--- config.mk ---
export PLATFORM = sky130hd
export DESIGN_NAME = sum_accumulator_flat
export DESIGN_NICKNAME = d
export VERILOG_FILES = /design/src/rtl/sum_accumulator_if.sv /design/src/rtl/sum_accumulator.sv /design/src/flat_wrapper.sv
export SDC_FILE = /design/constraint.sdc
export NUM_CORES = 1
export LEC_CHECK = 0
export CORE_UTILIZATION = 55
export DETAILED_ROUTE_END_ITERATION = 7
export PLACE_DENSITY = 0.85
export SKIP_LAST_GASP = 1
export SYNTH_ARGS = -nofsm -noshare
export SYNTH_HDL_FRONTEND = slang
export SYNTH_SLANG_ARGS = --single-unit
--- constraint.sdc ---
create_clock -name clk -period 4.04 [get_ports clk]
set_input_delay 1.212 -clock clk [delete_from_list [all_inputs] [get_ports clk]]
set_output_delay 1.212 -clock clk [all_outputs]
set_load 0.01 [all_outputs]
--- src/rtl/sum_accumulator_if.sv ---
// Handshake bundle between the adder stage, the sum accumulator and its result consumer.
// The master modport is the side that drives words and accepts results; the slave modport is the accumulator.
interface sum_accumulator_if #(
    parameter int unsigned IN_W  = 5,
    parameter int unsigned ACC_W = 7
) ();
    logic             start;
    logic             in_valid;
    logic             in_ready;
    logic [IN_W-1:0]  in_data;
    logic             out_valid;
    logic             out_ready;
    logic [ACC_W-1:0] out_sum;
    logic             out_ovf;
    logic             busy;

    modport master (
        output start, in_valid, in_data, out_ready,
        input  in_ready, out_valid, out_sum, out_ovf, busy
    );

    modport slave (
        input  start, in_valid, in_data, out_ready,
        output in_ready, out_valid, out_sum, out_ovf, busy
    );
endinterface

--- src/rtl/sum_accumulator.sv ---
// Accumulates blocks of COUNT adder sum words into an ACC_W-bit total with a sticky carry-out flag,
// holding each result until the downstream handshake.
module sum_accumulator #(
    parameter int unsigned IN_W  = 5,
    parameter int unsigned ACC_W = 7,
    parameter int unsigned COUNT = 8
) (
    input  logic              clk,
    input  logic              rst_n,
    sum_accumulator_if.slave  bus
);
    localparam int unsigned CNT_W = (COUNT > 1) ? $clog2(COUNT) : 1;
    localparam logic [CNT_W-1:0] CNT_LAST = CNT_W'(COUNT - 1);

    typedef enum logic [1:0] {
        IDLE  = 2'd0,
        ACCUM = 2'd1,
        HOLD  = 2'd2
    } state_t;

    state_t           state_q, state_d;
    logic [ACC_W-1:0] acc_q, acc_d;
    logic [CNT_W-1:0] cnt_q, cnt_d;
    logic             ovf_q, ovf_d;
    logic             out_valid_q, out_valid_d;
    logic [ACC_W-1:0] out_sum_q, out_sum_d;
    logic             out_ovf_q, out_ovf_d;
    logic             busy_q, busy_d;
    logic             in_ready_q, in_ready_d;

    logic [IN_W-1:0]  data_c;
    logic [ACC_W:0]   sum_c;

    // Widened add so the carry out of the accumulator is visible in the top bit.
    assign data_c = bus.in_data;
    assign sum_c  = {1'b0, acc_q} + (ACC_W + 1)'(data_c);

    always_ff @(posedge clk or negedge rst_n) begin
        if (!rst_n) begin
            state_q     <= IDLE;
            acc_q       <= '0;
            cnt_q       <= '0;
            ovf_q       <= 1'b0;
            out_valid_q <= 1'b0;
            out_sum_q   <= '0;
            out_ovf_q   <= 1'b0;
            busy_q      <= 1'b0;
            in_ready_q  <= 1'b0;
        end else begin
            state_q     <= state_d;
            acc_q       <= acc_d;
            cnt_q       <= cnt_d;
            ovf_q       <= ovf_d;
            out_valid_q <= out_valid_d;
            out_sum_q   <= out_sum_d;
            out_ovf_q   <= out_ovf_d;
            busy_q      <= busy_d;
            in_ready_q  <= in_ready_d;
        end
    end

    always_comb begin
        state_d     = state_q;
        acc_d       = acc_q;
        cnt_d       = cnt_q;
        ovf_d       = ovf_q;
        out_valid_d = out_valid_q;
        out_sum_d   = out_sum_q;
        out_ovf_d   = out_ovf_q;

        case (state_q)
            IDLE: begin
                if (bus.start) begin
                    state_d = ACCUM;
                    acc_d   = '0;
                    cnt_d   = '0;
                    ovf_d   = 1'b0;
                end
            end
            ACCUM: begin
                if (bus.in_valid) begin
                    acc_d = sum_c[ACC_W-1:0];
                    ovf_d = ovf_q | sum_c[ACC_W];
                    cnt_d = cnt_q + CNT_W'(1);
                    if (cnt_q == CNT_LAST) begin
                        state_d     = HOLD;
                        cnt_d       = '0;
                        out_valid_d = 1'b1;
                        out_sum_d   = sum_c[ACC_W-1:0];
                        out_ovf_d   = ovf_q | sum_c[ACC_W];
                    end
                end
            end
            HOLD: begin
                if (bus.out_ready) begin
                    out_valid_d = 1'b0;
                    // A start in the handshake cycle chains straight into the next block.
                    if (bus.start) begin
                        state_d = ACCUM;
                        acc_d   = '0;
                        cnt_d   = '0;
                        ovf_d   = 1'b0;
                    end else begin
                        state_d = IDLE;
                    end
                end
            end
            default: begin
                state_d = IDLE;
            end
        endcase

        // Registered copies of state decodes keep these outputs free of input paths.
        in_ready_d = (state_d == ACCUM);
        busy_d     = (state_d != IDLE);
    end

    assign bus.in_ready  = in_ready_q;
    assign bus.out_valid = out_valid_q;
    assign bus.out_sum   = out_sum_q;
    assign bus.out_ovf   = out_ovf_q;
    assign bus.busy      = busy_q;
endmodule

--- src/flat_wrapper.sv ---
// flat-port wrapper written by rule: the top's interface ports become plain ports
module sum_accumulator_flat 
#(
    parameter int unsigned IN_W  = 5,
    parameter int unsigned ACC_W = 7,
    parameter int unsigned COUNT = 8
)
  (clk, rst_n, bus_start, bus_in_valid, bus_in_data, bus_out_ready, bus_in_ready, bus_out_valid, bus_out_sum, bus_out_ovf, bus_busy);
  sum_accumulator_if #(.IN_W(IN_W), .ACC_W(ACC_W)) bus_i ();
  input  logic clk;
  input  logic rst_n;
  input wire logic [$bits(bus_i.start)-1:0] bus_start;
  input wire logic [$bits(bus_i.in_valid)-1:0] bus_in_valid;
  input wire logic [$bits(bus_i.in_data)-1:0] bus_in_data;
  input wire logic [$bits(bus_i.out_ready)-1:0] bus_out_ready;
  output wire logic [$bits(bus_i.in_ready)-1:0] bus_in_ready;
  output wire logic [$bits(bus_i.out_valid)-1:0] bus_out_valid;
  output wire logic [$bits(bus_i.out_sum)-1:0] bus_out_sum;
  output wire logic [$bits(bus_i.out_ovf)-1:0] bus_out_ovf;
  output wire logic [$bits(bus_i.busy)-1:0] bus_busy;
  assign bus_i.start = bus_start;
  assign bus_i.in_valid = bus_in_valid;
  assign bus_i.in_data = bus_in_data;
  assign bus_i.out_ready = bus_out_ready;
  assign bus_in_ready = bus_i.in_ready;
  assign bus_out_valid = bus_i.out_valid;
  assign bus_out_sum = bus_i.out_sum;
  assign bus_out_ovf = bus_i.out_ovf;
  assign bus_busy = bus_i.busy;
  sum_accumulator #(.IN_W(IN_W), .ACC_W(ACC_W), .COUNT(COUNT)) u_core (.clk(clk), .rst_n(rst_n), .bus(bus_i));
endmodule
; After elaboration in Yosys (flattened, before gate mapping)
; Index checks and enable logic that the tools add are counted.
[totals]
reg_bits = 24
in_bits = 10
out_inout_bits = 11
word_cells = 49
[op_classes]
n_addsub = 2
n_eq_ne = 7
n_mux = 23
bitwise = 1
reduce_logical = 7
[ops]
columns = op, count
row1 = 7-bit 2-to-1 mux, 3
row2 = 7-bit one-hot mux with 3 select lines, 1
row3 = 3-bit 2-to-1 mux, 4
row4 = 3-bit one-hot mux with 3 select lines, 1
row5 = 7-bit by 5-bit adder with 8-bit output, 1
row6 = 2-bit 2-to-1 mux, 4
row7 = 1-bit 2-to-1 mux, 7
row8 = 2-bit one-hot mux with 3 select lines, 1
row9 = 3-bit AND reduction, 2
row10 = "2-bit by 1-bit equality test with 1-bit output, second input constant", 2
row11 = "2-bit != test, second input constant", 2
row12 = 4-bit AND reduction, 1
row13 = 2-bit nonzero test, 2
row14 = "3-bit by 1-bit adder with 3-bit output, second input constant", 1
row15 = "3-bit equality test, second input constant", 1
row16 = 1-bit one-hot mux with 3 select lines, 1
row17 = 3-bit nonzero test, 1
row18 = "2-bit equality test, second input constant", 1
row19 = 2-bit logical NOT, 1
row20 = "2-bit by 1-bit != test with 1-bit output, second input constant", 1
row21 = 1-bit one-hot mux with 2 select lines, 1
row22 = 1-bit bitwise OR, 1

; Longest topological paths before layout
[depth]
word_depth = 5
ltp_mapped = 6
mapped_depth_nobuf = 6

; Least setup slack after synthesis
; Ideal clock, no wire load.
[synth_timing]
kind = input -> register
from = in bus_in_data[0]
to = reg u_core.out_sum_q[6] (netlist: u_core.bus.out_sum[6])
arrival_ns = 2.719
required_ns = 3.916
slack_ns = 1.197
path_stages = 6
cell_sequence = ha_1 -> fa_1 -> a211o_1 -> a21o_1 -> and3_1 -> o31a_1
[synth_via]
elab_chain_cells = 1
[synth_lines]
columns = item, line_no
row1 = from (decl), flat_wrapper.sv:14  ; input wire logic [$bits(bus_i.in_data)-1:0] bus_in_data;
row2 = 7-bit by 5-bit adder with 8-bit output, sum_accumulator.sv:36  ; assign sum_c = {1'b0, acc_q} + (ACC_W + 1)'(data_c);
row3 = to (signal assigned), sum_accumulator.sv:55  ; out_sum_q <= out_sum_d;
row4 = to (decl), sum_accumulator.sv:26  ; logic [ACC_W-1:0] out_sum_q, out_sum_d;
; Every way passes these cells.
; A chain may end at the register's enable or synchronous reset.

; Worst setup path after layout
[layout_timing]
from = in bus_in_data[0]
to = reg u_core.acc_q[6]
[layout_via]
elab_chain_cells = 3
[layout_lines]
columns = item, line_no
row1 = 7-bit by 5-bit adder with 8-bit output, sum_accumulator.sv:36
row2 = 7-bit 2-to-1 mux, sum_accumulator.sv:81  ; if (bus.in_valid) begin
row3 = 7-bit one-hot mux with 3 select lines, sum_accumulator.sv:71  ; case (state_q)
row4 = to (signal assigned), sum_accumulator.sv:41  ; acc_q <= '0;
row5 = to (signal assigned), sum_accumulator.sv:51  ; acc_q <= acc_d;
row6 = to (decl), sum_accumulator.sv:22  ; logic [ACC_W-1:0] acc_q, acc_d;
; Every way passes these cells. The select of a mux whose other input is x is not followed.

==> implementation parameters <==
Parameter                              Value

Layout
  Number of nets in the layout    approximately 150
  Layout cell share with drive strength beyond 1    0.0597
  FILL cells    between 150 and 200
  Layout overhead on the synthesized area    19.8%
  Antenna diode instance count    0
  Commonest non-fill, non-tap cell in the layout    dfrtp_1
  Top library cells by usage in the layout, fill and taps aside    dfrtp_1, clkdlybuf4s50_1, nand2_1

Timing
  Hold Worst Slack    504 ps
  Slew at the pin closest to its max-slew limit    between 1000 and 1500 ps
  Post-route fraction of the period consumed by the critical path    0.750
  Final setup skew    roughly 0.95 ps
  Number of setup violations in the final report    0
  Fin Setup TNS    0 ps
  Number of pins with negative max-slew slack in the final report    0
  Maximum achievable frequency    approximately 330 MHz
  Final critical path time including I/O delays and setup    about 3000 ps
  Unrepaired setup endpoints after global routing    false
  Final hold violations    0
  Relative slew margins    0.310

CTS
  H-tree depth    1
  Total of hold buffers inserted after clock tree synthesis    0
  Total of cells resized after clock tree synthesis    0
  Max Buffers Root-to-Sink    2
  Clock network latency to the later pin of the worst-skew pair    just over 300 ps
  Number of CTS-inserted buffers    3
  Root cell of the clock tree    clkbuf_4
  Clk pin slew, worst setup/hold paths    120 ps
  Post-CTS setup-driven buffer insertion count    0
  CTS sink count    24
  Clock tree from TritonCTS    built

Synthesis
  Count of unique library cells instantiated by Yosys    33
  Async S/R FF share, synth    1.00
  Cell accounting for the most synthesized area    dfrtp_1
  Post-Syn Instances    112
  Register bit total from synthesis    24
  Cells taking the most area after synthesis    dfrtp_1, ha_1, o31ai_1
  Most used flip-flop cell after synthesis    dfrtp_1
  Total nets after synthesis    130
  Sequential-to-total area share from yosys stat    0.481
  Mapped Avg Cell Area    about 11 um^2
  Number of enable-type register cells in the synthesized netlist    0
  Netlist area before placement    0.00125 mm^2
  Area share of the largest cell type after synthesis    0.481
  Yosys warning total    0

Worst setup path
  Worst Reg-to-Reg Cells    6
  Worst setup SP type    input port
  Type of the setup path with the least slack    input port to flip-flop
  Top fanout value on the critical path    3
  Kind of end point of the critical path    flip-flop
  Data arrival time of the critical path    ~3200 ps
  Required time of the worst setup path    4250 ps

Routing
  Number of nets with antenna violations after routing    0
  Via count    ~950
  DRC violations left    0
  Wire length per cell    approximately 15 um
  Iteration-0 DRC count of the detailed router    17
  Post-DR vias/cell    roughly 5.9
  Drt first pass iters    4
  Total Wirelength    approximately 2.4 mm

Run
  Max Cap Violations    0

Global route
  Number of antenna violations at the first check in global routing    0
  Maximum number of pins on one net before global-route repair    25
  Wire length of the first global-routing pass    4.22 mm
  Total overflow reported by the global router    0
  Aggregate global-route resource usage    0.228
  Via count of the first global-routing pass    952

Power and ir drop
  Internal cell power    around 0.66 mW
  Logic pwr share    0.509
  Total leakage power    0.685 nW
  Seq pwr share    0.378
  Switching Power    just over 0.4 mW
  Switching share of power    0.384
  Pwr dens    721 mW/mm^2
  Highest ir drop seen on vdd    between 0.4 and 0.5 mV
  Part of the total power dissipated in the clock network    0.114

Worst hold path
  Class of the tightest hold or removal check    flip-flop to flip-flop
  Cell count of the worst hold path    2

Placed design
  Routability cong.    between 0.7 and 0.8
  Number of buffer cells added on primary ports    20
  Final HPWL from detailed placement    ~1.7 mm

Floorplan
  Die Width    49.7 um
  Die area    ~0.0025 mm^2
  I/O pin cnt    21
  Starting density of the core    0.612
  Number of rows created at floorplan    16
  Core outline area    between 0.002 and 0.0025 mm^2
  Vertical extent of the die    ~50 um

Run status
  Outcome    finished clean
final timing paths:
check	startpoint	to	slack [ps]
max	bus_in_data[0]	u_core.acc_q[6]$_DFFE_PN0P_	1010
min	u_core.ovf_q$_DFFE_PN0P_	u_core.ovf_q$_DFFE_PN0P_	500
max reg2reg	u_core.acc_q[0]$_DFFE_PN0P_	u_core.acc_q[6]$_DFFE_PN0P_	1930
min reg2reg	u_core.ovf_q$_DFFE_PN0P_	u_core.ovf_q$_DFFE_PN0P_	500
max in group asynchronous	rst_n	u_core.bus.out_sum[5]$_DFFE_PN0P_	1980
min in group asynchronous	rst_n	u_core.cnt_q[2]$_DFFE_PN0P_	1450
kinds of logic after synthesis:
family / Yosys count / share of synthesized area
adder cells (fa/ha/maj): 8 / 0.0862
multiplexers: 4 / 0.0341
buffers and inverters: 7 / 0.0331
flip-flops: 24 / 0.481
XOR/XNOR: 1 / 0.00702
AND/OR/NAND/NOR: 27 / 0.108
AO/OA/AOI/OAI: 41 / 0.251
state kept, by name, summed over array words and instances, names as in the netlist, 2 cells and up:
register	count
u_core.acc_q	7
u_core.bus.out_sum	7
u_core.state_q	2
u_core.cnt_q	3
Yosys cell counts, drive strengths merged (2+ instances only):
cell type,n
dfrtp,24
and2,2
o31a,2
a21oi,3
a211oi,5
a22o,3
or2b,2
o21ai,5
buf,2
mux2i,2
inv,5
mux2,2
o21a,2
a21o,3
nor2,4
nand2,14
ha,7
a31oi,2
o31ai,11
critical path, stage by stage:
cell             delay (ps)
clkdlybuf4s50_1         410
ha_1                    250
fa_1                    440
a211o_1                 330
a2111oi_0               400
a31oi_1                  80
o311ai_0                110
metrics by stage:
| stage | cell area [um^2] | worst slack (ps) | util | total power [mW] | std cells |
|---|---|---|---|---|---|
| 3_5_place_dp | 1460 | 650 | 0.715 | 0.955 | 157 |
| 3_3_place_gp | 1460 | 738 | 0.715 | 0.929 | 157 |
| 5_1_grt | 1500 | 912 | 0.733 | 1.17 | 161 |
| 4_1_cts | 1500 | 1000 | 0.733 | 1.08 | 161 |
| 2_1_floorplan | 1250 | 1200 | - | 0.773 | 112 |
| 6_report | 1500 | 1010 | 0.733 | 1.08 | 161 |
cell type report:
| class | count | area, um^2 | share of cell area |
|---|---|---|---|
| timing repair buffer | 20 | 200 | 0.134 |
| sequential | 24 | 601 | 0.401 |
| tap | 27 | 33.8 | 0.0226 |
| inverter | 5 | 18.8 | 0.0125 |
| multi-input combinational | 81 | 607 | 0.406 |
| clock buffer | 4 | 36.3 | 0.0242 |
power by group through the flow:
stage | sequential, mW | combinational (mW) | clock [mW]
global route | 0.422 | 0.609 | 0.135
CTS | 0.407 | 0.546 | 0.127
detailed placement | 0.411 | 0.544 | 0
finish | 0.407 | 0.549 | 0.122
floorplan | 0.423 | 0.349 | 0
global placement | 0.408 | 0.521 | 0
layer usage:
metal / vias up / share of wire / GRT usage
li1: 468 / - / -
met1: 446 / 0.48 / 0.297
met2: 34 / 0.45 / 0.360
met3: 5 / 0.052 / 0.0401
met4: 0 / 0.021 / 0.119
met5: - / 0 / 0
(Power assumes the default switching activity.)
